File: src/rtl/esfa_result_uart_if.sv
// Signal bundle between the ESFA benchmark top level and its result reporter.
// The benchmark side (master) drives the run status and the reporter (slave)
// drives the serial line plus its status flags.
interface esfa_result_uart_if #(
  parameter int ADDR_WIDTH = 32
);
  logic                  isRunning;
  logic                  wasSuccessful;
  logic [ADDR_WIDTH-1:0] currentAddr;
  logic                  uart_tx;
  logic                  busy;
  logic                  reportDone;

  modport master (
    output isRunning, wasSuccessful, currentAddr,
    input  uart_tx, busy, reportDone
  );

  modport slave (
    input  isRunning, wasSuccessful, currentAddr,
    output uart_tx, busy, reportDone
  );
endinterface

File: src/rtl/esfa_result_uart.sv
// ESFA result reporter: on the falling edge of isRunning, sends one 8N1 line
// over uart_tx, either "PASS\r\n" or "FAIL <hex addr>\r\n". The run result is
// snapshotted at the trigger cycle so later input activity cannot corrupt the
// message in flight. All outputs come straight from flops.
module esfa_result_uart #(
  parameter int CLKS_PER_BIT = 868,
  parameter int ADDR_WIDTH   = 32
) (
  input  logic              clk,
  input  logic              reset,
  esfa_result_uart_if.slave bus
);

  localparam int DIGITS  = ADDR_WIDTH / 4;
  localparam int MSG_MAX = 7 + DIGITS;
  localparam int IDX_W   = $clog2(MSG_MAX + 1);
  localparam int CNT_W   = $clog2(CLKS_PER_BIT);

  localparam logic [CNT_W-1:0] CNT_MAX   = CNT_W'(CLKS_PER_BIT - 1);
  localparam logic [IDX_W-1:0] LAST_OK   = IDX_W'(5);
  localparam logic [IDX_W-1:0] LAST_FAIL = IDX_W'(MSG_MAX - 1);

  typedef enum logic [2:0] {
    S_IDLE  = 3'd0,
    S_START = 3'd1,
    S_DATA  = 3'd2,
    S_STOP  = 3'd3,
    S_DONE  = 3'd4
  } state_t;

  // Character at position idx of the message selected by ok/addr.
  function automatic logic [7:0] msg_byte(
    input logic [IDX_W-1:0]      idx,
    input logic                  ok,
    input logic [ADDR_WIDTH-1:0] addr
  );
    int                  i;
    logic [ADDR_WIDTH-1:0] tmp;
    logic [3:0]          nib;
    i        = int'(idx);
    tmp      = '0;
    nib      = 4'h0;
    msg_byte = 8'h00;
    if (ok) begin
      case (i)
        0:       msg_byte = 8'h50;
        1:       msg_byte = 8'h41;
        2:       msg_byte = 8'h53;
        3:       msg_byte = 8'h53;
        4:       msg_byte = 8'h0D;
        5:       msg_byte = 8'h0A;
        default: msg_byte = 8'h00;
      endcase
    end else if (i < 5) begin
      case (i)
        0:       msg_byte = 8'h46;
        1:       msg_byte = 8'h41;
        2:       msg_byte = 8'h49;
        3:       msg_byte = 8'h4C;
        4:       msg_byte = 8'h20;
        default: msg_byte = 8'h00;
      endcase
    end else if (i < 5 + DIGITS) begin
      // Most significant nibble first, no leading-zero suppression.
      tmp = addr >> (4 * (DIGITS - 1 - (i - 5)));
      nib = tmp[3:0];
      if (nib < 4'd10) begin
        msg_byte = 8'h30 + {4'h0, nib};
      end else begin
        msg_byte = 8'h37 + {4'h0, nib};
      end
    end else if (i == 5 + DIGITS) begin
      msg_byte = 8'h0D;
    end else if (i == 6 + DIGITS) begin
      msg_byte = 8'h0A;
    end else begin
      msg_byte = 8'h00;
    end
    return msg_byte;
  endfunction

  state_t                state_q, state_d;
  logic                  prev_run_q, prev_run_d;
  logic                  snap_ok_q, snap_ok_d;
  logic [ADDR_WIDTH-1:0] snap_addr_q, snap_addr_d;
  logic [7:0]            shift_q, shift_d;
  logic [CNT_W-1:0]      clk_cnt_q, clk_cnt_d;
  logic [2:0]            bit_idx_q, bit_idx_d;
  logic [IDX_W-1:0]      byte_idx_q, byte_idx_d;
  logic                  tx_q, tx_d;
  logic                  busy_q, busy_d;
  logic                  done_q, done_d;

  logic                  trigger_s;
  logic                  bit_end_s;
  logic [IDX_W-1:0]      last_idx_s;

  // Trigger detection, bit boundary and message length decode.
  always_comb begin
    trigger_s  = prev_run_q & ~bus.isRunning;
    bit_end_s  = (clk_cnt_q == CNT_MAX);
    last_idx_s = snap_ok_q ? LAST_OK : LAST_FAIL;
  end

  // Next-state and next-output logic for the serialiser FSM.
  always_comb begin
    state_d     = state_q;
    prev_run_d  = bus.isRunning;
    snap_ok_d   = snap_ok_q;
    snap_addr_d = snap_addr_q;
    shift_d     = shift_q;
    clk_cnt_d   = clk_cnt_q;
    bit_idx_d   = bit_idx_q;
    byte_idx_d  = byte_idx_q;
    tx_d        = tx_q;
    busy_d      = busy_q;
    done_d      = 1'b0;

    case (state_q)
      S_IDLE: begin
        if (trigger_s) begin
          state_d     = S_START;
          snap_ok_d   = bus.wasSuccessful;
          snap_addr_d = bus.currentAddr;
          shift_d     = msg_byte({IDX_W{1'b0}}, bus.wasSuccessful, bus.currentAddr);
          clk_cnt_d   = '0;
          bit_idx_d   = 3'd0;
          byte_idx_d  = '0;
          tx_d        = 1'b0;
          busy_d      = 1'b1;
        end else begin
          tx_d   = 1'b1;
          busy_d = 1'b0;
        end
      end

      S_START: begin
        if (bit_end_s) begin
          clk_cnt_d = '0;
          bit_idx_d = 3'd0;
          state_d   = S_DATA;
          tx_d      = shift_q[0];
        end else begin
          clk_cnt_d = clk_cnt_q + CNT_W'(1);
        end
      end

      S_DATA: begin
        if (bit_end_s) begin
          clk_cnt_d = '0;
          if (bit_idx_q == 3'd7) begin
            state_d = S_STOP;
            tx_d    = 1'b1;
          end else begin
            bit_idx_d = bit_idx_q + 3'd1;
            shift_d   = {1'b0, shift_q[7:1]};
            tx_d      = shift_q[1];
          end
        end else begin
          clk_cnt_d = clk_cnt_q + CNT_W'(1);
        end
      end

      S_STOP: begin
        if (bit_end_s) begin
          clk_cnt_d = '0;
          if (byte_idx_q == last_idx_s) begin
            state_d = S_DONE;
            tx_d    = 1'b1;
            busy_d  = 1'b0;
            done_d  = 1'b1;
          end else begin
            // Back-to-back frames: next start bit follows the stop bit directly.
            byte_idx_d = byte_idx_q + IDX_W'(1);
            shift_d    = msg_byte(byte_idx_q + IDX_W'(1), snap_ok_q, snap_addr_q);
            state_d    = S_START;
            tx_d       = 1'b0;
          end
        end else begin
          clk_cnt_d = clk_cnt_q + CNT_W'(1);
        end
      end

      S_DONE: begin
        // A fall seen here is dropped: the reporter is not idle yet.
        state_d = S_IDLE;
        tx_d    = 1'b1;
        busy_d  = 1'b0;
      end

      default: begin
        state_d = S_IDLE;
        tx_d    = 1'b1;
        busy_d  = 1'b0;
      end
    endcase
  end

  // State and output registers; reset parks the line high and drops any message.
  always_ff @(posedge clk or posedge reset) begin
    if (reset) begin
      state_q     <= S_IDLE;
      prev_run_q  <= 1'b0;
      snap_ok_q   <= 1'b0;
      snap_addr_q <= '0;
      shift_q     <= 8'h00;
      clk_cnt_q   <= '0;
      bit_idx_q   <= 3'd0;
      byte_idx_q  <= '0;
      tx_q        <= 1'b1;
      busy_q      <= 1'b0;
      done_q      <= 1'b0;
    end else begin
      state_q     <= state_d;
      prev_run_q  <= prev_run_d;
      snap_ok_q   <= snap_ok_d;
      snap_addr_q <= snap_addr_d;
      shift_q     <= shift_d;
      clk_cnt_q   <= clk_cnt_d;
      bit_idx_q   <= bit_idx_d;
      byte_idx_q  <= byte_idx_d;
      tx_q        <= tx_d;
      busy_q      <= busy_d;
      done_q      <= done_d;
    end
  end

  assign bus.uart_tx    = tx_q;
  assign bus.busy       = busy_q;
  assign bus.reportDone = done_q;

endmodule

File: src/flat_wrapper.sv
// flat-port wrapper written by rule: the top's interface ports become plain ports
module esfa_result_uart_flat 
#(
  parameter int CLKS_PER_BIT = 868,
  parameter int ADDR_WIDTH   = 32
)
  (clk, reset, bus_isRunning, bus_wasSuccessful, bus_currentAddr, bus_uart_tx, bus_busy, bus_reportDone);
  esfa_result_uart_if #(.ADDR_WIDTH(ADDR_WIDTH)) bus_i ();
  input  logic clk;
  input  logic reset;
  input wire logic [$bits(bus_i.isRunning)-1:0] bus_isRunning;
  input wire logic [$bits(bus_i.wasSuccessful)-1:0] bus_wasSuccessful;
  input wire logic [$bits(bus_i.currentAddr)-1:0] bus_currentAddr;
  output wire logic [$bits(bus_i.uart_tx)-1:0] bus_uart_tx;
  output wire logic [$bits(bus_i.busy)-1:0] bus_busy;
  output wire logic [$bits(bus_i.reportDone)-1:0] bus_reportDone;
  assign bus_i.isRunning = bus_isRunning;
  assign bus_i.wasSuccessful = bus_wasSuccessful;
  assign bus_i.currentAddr = bus_currentAddr;
  assign bus_uart_tx = bus_i.uart_tx;
  assign bus_busy = bus_i.busy;
  assign bus_reportDone = bus_i.reportDone;
  esfa_result_uart #(.CLKS_PER_BIT(CLKS_PER_BIT), .ADDR_WIDTH(ADDR_WIDTH)) u_core (.clk(clk), .reset(reset), .bus(bus_i));
endmodule
File: config.mk
export PLATFORM = sky130hd
export DESIGN_NAME = esfa_result_uart_flat
export DESIGN_NICKNAME = d
export VERILOG_FILES = /design/src/rtl/esfa_result_uart_if.sv /design/src/rtl/esfa_result_uart.sv /design/src/flat_wrapper.sv
export SDC_FILE = /design/constraint.sdc
export NUM_CORES = 1
export LEC_CHECK = 0
export CORE_UTILIZATION = 45
export CTS_CLUSTER_DIAMETER = 30
export CTS_CLUSTER_SIZE = 28
export DETAILED_ROUTE_END_ITERATION = 10
export HOLD_SLACK_MARGIN = 0.02
export PLACE_DENSITY = 0.66
export REMOVE_ABC_BUFFERS = 1
export SLEW_MARGIN = 20
export SYNTH_ARGS = -nofsm -noshare
export SYNTH_HDL_FRONTEND = slang
export SYNTH_SLANG_ARGS = --single-unit
File: constraint.sdc
create_clock -name clk -period 2.75 [get_ports clk]
set_input_delay 0.55 -clock clk [delete_from_list [all_inputs] [get_ports clk]]
set_output_delay 0.55 -clock clk [all_outputs]
set_load 0.05 [all_outputs]
==> impl_metrics.yaml <==
outcome:
  status: "completed"
cts:
  cts_buffer_depth: 2
  h-tree-depth: 3
  cts_resized: 0
  postCtsSetupBuffers: 0
  clk_pin_slew_ns: 0.07
  ctsHoldBuffers: 0
  cts_tree: "yes"
  cts_buffers: 9
  clkSinkCount: 64
  root_buffer: "clkbuf_8"
  clk_latency_ns: 0.35
sta:
  finalCritPeriodShare_pct: 92.3
  maxSlewHeadroom_pct: 26.8
  min_period_ns: 2.54
  finClkSkew_ns: 0.00972
  worstMarginPinSlew_ns: 1.09
  maxSlewViolCount: 0
  hold_viol: 0
  fin_ws_ns: 0.212
  finalSetupViolations: 0
  max_freq_ghz: 0.394
  rsz0062_at_grt: "no"
placed_design:
  post-dp-hpwl_mm: 6.37
  gp_congestion: 0.945
  dpl_cell_area_um2: 4390
  dp_cells: 507
  pre_cts_slack_ns: 0.228
  numPortBuffers: 38
floorplan:
  row_count: 33
  io_pins: 39
  start_util_pct: 46.6
  die_w_um: 94.2
  dieHeight_um: 94.2
  die_area_um2: 8870
  core_area_um2: 8220
synthesis:
  synth-simple-area-share_pct: 17.2
  synth-xor-area-share_pct: 0.916
  synth_warnings: 0
  syn_area_per_cell_um2: 10.4
  syn-cell-area_um2: 3820
  synth_common_cells: "63 x dfrtp_1, 34 x mux2_2, 27 x nand2_1, 25 x nor2_1, 23 x o21ai_0"
  synth.area.mux_share_pct: 17.5
  seq_area_frac_synth_pct: 41.9
  synthDistinctLibCells: 68
  synth_top_family_by_area: "multiplexers"
  synth-adder-area-share_pct: 2.62
  ys_async_sr_fraction_pct: 100
  yosysTopAreaCellShare_pct: 41.2
  synth_compound_gate_area_share_pct: 16.2
  synth-seq-cells: 64
  synth_area_leaders: "dfrtp_1 41%, mux2_2 10%, mux2i_1 3.7%"
  synth_edf_count: 0
  synth_ff_type: "dfrtp_1"
  netlist_instances: 367
  synth_most_common_cell: "dfrtp_1"
  synth_top_area_cell: "dfrtp_1"
detailed_routing:
  finalWirelength_mm: 8.55
  antenna_left: 0
  wl_per_cell_um: 16.3
  num_vias: 3021
  via_per_inst: 5.78
  drt_iter0_drc: 208
  firstDrtPassIters: 4
  drc_errors: 0
final_layout:
  syn_to_final_growth_pct: 19.2
  drive_above_1_share_pct: 22.0
  fin_area_um2: 4560
  num_antenna_cells: 0
  nets: 457
  fin_cells: 523
grt:
  grt_pass1_wl_mm: 14.5
  grt-ovfl-total: 0
  grt_max_degree: 35
  grt.total_usage_pct: 21.6
  antenna_found_initial: 0
  grt_pass1_vias: 2992
setup_path:
  critPathCaptureType: "register"
  crit_type: "reg2reg"
  worstPathCellList: "buf_4 -> ha_1 -> nand2_1 -> o22ai_1 -> o31ai_1 -> buf_4 -> a211oi_2 -> nand4_1 -> a41oi_2"
  slowest_delay_ns: 0.41
  crit_slowest_cell: "dfrtp_1"
  crit_top_cell: "buf_4"
  crit_arrival_ns: 2.80
  crit_required_ns: 3.01
  cp_max_fo: 16
  start_kind: "register"
power:
  max-vdd-ir-drop_mv: 0.258
  p_leak_nw: 2.01
  power.total_mw: 1.74
  power_density_nw_per_um2: 381
flow_run:
  cap_violations: 0
min_path:
  hp-class: "reg2reg"
==> metal layers <==
layer / track usage, % / part of all wire (%) / vias up / wire length, µm
met5: 0 / 0 / - / 0
met4: 9.74 / 3.0 / 0 / 255
met3: 4.77 / 4.1 / 22 / 351
met2: 35.4 / 48 / 76 / 4130
met1: 27.2 / 45 / 1468 / 3810
li1: - / - / 1455 / -
==> cell usage in the layout (no fill, tap or decap), types with 3 or more instances in the layout <==
master,instances
a21o_1,5
a21oi_1,14
a221oi_1,3
a31o_2,6
a31oi_1,6
and3_1,5
buf_4,16
clkbuf_1,3
clkbuf_8,10
clkdlybuf4s50_1,38
dfrtp_1,62
ha_1,8
inv_1,5
mux2_2,34
mux2i_1,14
mux4_2,6
nand2_1,27
nand2b_1,11
nand3_1,6
nand3b_1,3
nand4_1,5
nor2_1,25
nor2b_1,7
nor3_1,6
nor3b_1,4
o21ai_0,23
o31ai_1,6
==> cells by family after synthesis <==
group | count (synthesis)
fa+ha+maj | 8
compound gates | 89
xor+xnor | 4
mux | 55
buf+inv | 28
simple gates | 119
flops | 64
==> cell type report <==
type	count	area (µm²)
Clock buffer	13	149
Clock inverter	3	17.5
Fill cell	725	3660
Inverter	7	26.3
Multi-Input combinational cell	275	2090
Sequential cell	64	1600
Tap cell	105	131
Timing Repair Buffer	56	541
==> path summary, 6_finish.rpt <==
path | startpoint | to | slack, ns | cells after the start
setup / recovery | u_core.byte_idx_q[0]$_DFFE_PP0P_ | u_core.shift_q[6]$_DFFE_PP0P_ | 0.21 | 9
hold / removal | u_core.clk_cnt_q[9]$_DFFE_PP0P_ | u_core.clk_cnt_q[9]$_DFFE_PP0P_ | 0.47 | 1
setup reg to reg | u_core.byte_idx_q[0]$_DFFE_PP0P_ | u_core.shift_q[6]$_DFFE_PP0P_ | 0.21 | 9
hold reg to reg | u_core.clk_cnt_q[9]$_DFFE_PP0P_ | u_core.clk_cnt_q[9]$_DFFE_PP0P_ | 0.47 | 1
max in group asynchronous | reset | u_core.shift_q[6]$_DFFE_PP0P_ | 1.48 | 3
min in group asynchronous | reset | u_core.snap_addr_q[14]$_DFFE_PP0P_ | 0.63 | 2
==> through the flow <==
step / utilization (%) / hold slack (ns) / TNS (ns)
floorplan: - / 0.442 / -13.97
global placement: 53.4 / 0.461 / 0
detailed placement: 53.4 / 0.469 / 0
CTS: 55.5 / 0.485 / 0
global route: 55.5 / 0.503 / 0
finish: 55.5 / 0.474 / 0
==> sequential cells by signal, summed over array words and instances (netlist names) <==
name	count
u_core.bus.uart_tx	1
u_core.bus.busy	1
u_core.state_q	3
u_core.clk_cnt_q	10
u_core.bit_idx_q	3
u_core.snap_ok_q	1
u_core.bus.reportDone	1
u_core.byte_idx_q	4
u_core.snap_addr_q	32
u_core.prev_run_q	1
u_core.shift_q	7
==> worst max-delay path, delay by kind of cell, from the launching register on <==
| family | cells | cell delay, ns |
|---|---|---|
| AOI/OAI and AO/OA | 4 | 0.80 |
| adders and majority gates | 1 | 0.41 |
| buffers and inverters | 2 | 0.46 |
| DFF | 1 | 0.41 |
| and+or+nand+nor | 2 | 0.37 |
==> report_power, final <==
part / internal, mW / total (mW) / switching [mW] / leakage (nW)
Clock: 0.350 / 0.720 / 0.370 / 0.0834
Sequential: 0.942 / 0.942 / 0.000243 / 0.851
Combinational: 0.0487 / 0.0766 / 0.0280 / 1.07
Note: power is estimated with default switching activity, not from simulation.
==> variant, RTL diff (config.mk and constraints unchanged) <==
The 5 states of `state_t` get a Gray code encoding in 3 bits.
--- a/src/rtl/esfa_result_uart.sv
+++ b/src/rtl/esfa_result_uart.sv
@@ -21,11 +21,11 @@
   localparam logic [IDX_W-1:0] LAST_FAIL = IDX_W'(MSG_MAX - 1);
 
   typedef enum logic [2:0] {
-    S_IDLE  = 3'd0,
-    S_START = 3'd1,
-    S_DATA  = 3'd2,
-    S_STOP  = 3'd3,
-    S_DONE  = 3'd4
+    S_IDLE  = 3'b000,
+    S_START = 3'b001,
+    S_DATA  = 3'b011,
+    S_STOP  = 3'b010,
+    S_DONE  = 3'b110
   } state_t;
 
   // Character at position idx of the message selected by ok/addr.
Formal check against the unedited RTL: same outputs for any inputs over 10 cycles, from zero or initial values and one cycle with reset high; not proved beyond that.
==> variant against the unedited design <==
- sequential cell count stayed put
- die area decreased by 0.25%
- worst setup slack worse by 0.045 ns
- wire length rose by 3.8%
- hold slack improved by 0.020 ns
- sequential share of layout area fell by 0.68 points
- via count grew 4.9%
- synthesized area shrank 0.26%
- final area rose by 2.0%
Power is not compared: it rests on default switching activity, and its combinational part moved more than twofold at a synthesized area within 25%.
==> variant: results (changes against the unedited design) <==
| Metric | Value |
|---|---|
| Status | complete, no violations |
| GRT met3 Usage | 4.69% (-0.081 points) |
| Post-synthesis xor/xnor area fraction | 0.918% (+0.0024 points) |
| Routability cong. | 0.881 (-6.8%) |
| Top post-synthesis cells by count | 63 x dfrtp_1, 33 x mux2_2, 29 x nor2_1, 27 x o21ai_0 |
| Vias per cell | 5.82 (+0.70%) |
| Largest net degree at the start of global routing | 41 (+17%) |
| Hpwl dp | 6720 um (+5.6%) |
| CP max FO | 14 (-2) |
| M2 GR Usage | 34.7% (-0.71 points) |
| Largest delay contributor family on the critical path | simple AND/OR/NAND/NOR gates |
| Slew margin rel. | 50.2% (+23 points) |
| Met1 GRT Util | 30.0% (+2.9 points) |
| First-pass GRT wire length | 15000 um (+3.1%) |
| Non-Filler Instances | 545 (+4.2%) |
| Syn Area/Cell | 9.96 sq um (-4.4%) |
| Max incr delay on CP | 0.63 ns (+0.22 ns) |
| Placed cell count | 529 (+4.3%) |
| Synth Area in Adders | 2.62% (+0.0069 points) |
| Worst path slowest cell | or4_1 |
| Area contributors post-synth | dfrtp_1 41%, mux2_2 9.7%, o21ai_0 3.5% |
| Seq/Total Area, Yosys | 42.0% (+0.11 points) |
| Worst EP arrival | 2.86 ns (+0.06 ns) |
| Vias in the first global route | 2999 (+0.23%) |
| Nets | 479 (+4.8%) |
| Starting DRT DRC Count | 253 (+22%) |
==> variant: cell count changes in the layout (fill, tap and decap cells not counted), moves of 4 or more <==
cell and delta:
nor2_1 +4, a31o_2 -5, o21a_1 +6, mux2i_1 -4
a2111oi_0 +4, buf_4 +6, a21oi_1 +10, inv_1 +4
==> variant: worst paths after layout <==
kind / start / endpoint / cells after the start / slack [ns]
max in group asynchronous: reset / u_core.bus.uart_tx$_DFFE_PP1P_ / 3 / 1.53
min in group asynchronous: reset / u_core.snap_addr_q[21]$_DFFE_PP0P_ / 2 / 0.56
setup / recovery: u_core.byte_idx_q[1]$_DFFE_PP0P_ / u_core.shift_q[1]$_DFFE_PP0P_ / 7 / 0.17
hold reg to reg: u_core.shift_q[4]$_DFFE_PP0P_ / u_core.shift_q[4]$_DFFE_PP0P_ / 1 / 0.49
setup reg to reg: u_core.byte_idx_q[1]$_DFFE_PP0P_ / u_core.shift_q[1]$_DFFE_PP0P_ / 7 / 0.17
hold / removal: u_core.shift_q[4]$_DFFE_PP0P_ / u_core.shift_q[4]$_DFFE_PP0P_ / 1 / 0.49
==> variant: kinds of logic after synthesis <==
logic type,count (synthesis)
DFF,64
adders and majority gates,8
xor gates and xnor gates,4
buffers and inverters,32
muxes,50
AOI/OAI and AO/OA,110
and+or+nand+nor,115
==> variant: metrics by stage <==
step / utilization (%) / area, sq um / hold slack (ns) / worst slack [ns]
3_3_place_gp: 53.9 / 4430 / 0.472 / 0.172
2_1_floorplan: - / 3710 / 0.454 / -0.381
3_5_place_dp: 53.9 / 4430 / 0.478 / 0.0488
5_1_grt: 56.6 / 4650 / 0.518 / 0.0283
4_1_cts: 56.4 / 4630 / 0.498 / 0.0316
6_report: 56.6 / 4650 / 0.494 / 0.166
==> variant: cell type report <==
class	instances	area, sq um
inverters	11	41.3
clock buffers	9	124
well taps	105	131
repair buffers	62	586
clock inverters	7	77.6
multi-input cells	287	2090
flip-flops and latches	64	1600
fillers	727	3570
==> variant: worst reg2reg max path: cells and delay by family (launching register included) <==
kind,cells,cell delay (ns)
adders and majority gates,1,0.37
AOI/OAI and AO/OA,4,0.76
DFF,1,0.50
and+or+nand+nor,2,0.88
==> variant: routing by layer <==
metal  vias up  wire length, um
met5         -                0
met4         0              208
met3        21              467
met2       103             4160
met1      1509             4040
li1       1537                -
==> variant: power breakdown <==
group          internal [mW]  leakage (nW)  switching [mW]  total [mW]
logic                  0.555         0.989           0.481        1.04
clock network          0.428         0.101           0.396       0.824
registers               1.29         0.793           0.223        1.51
total                   2.27          1.88            1.10        3.37
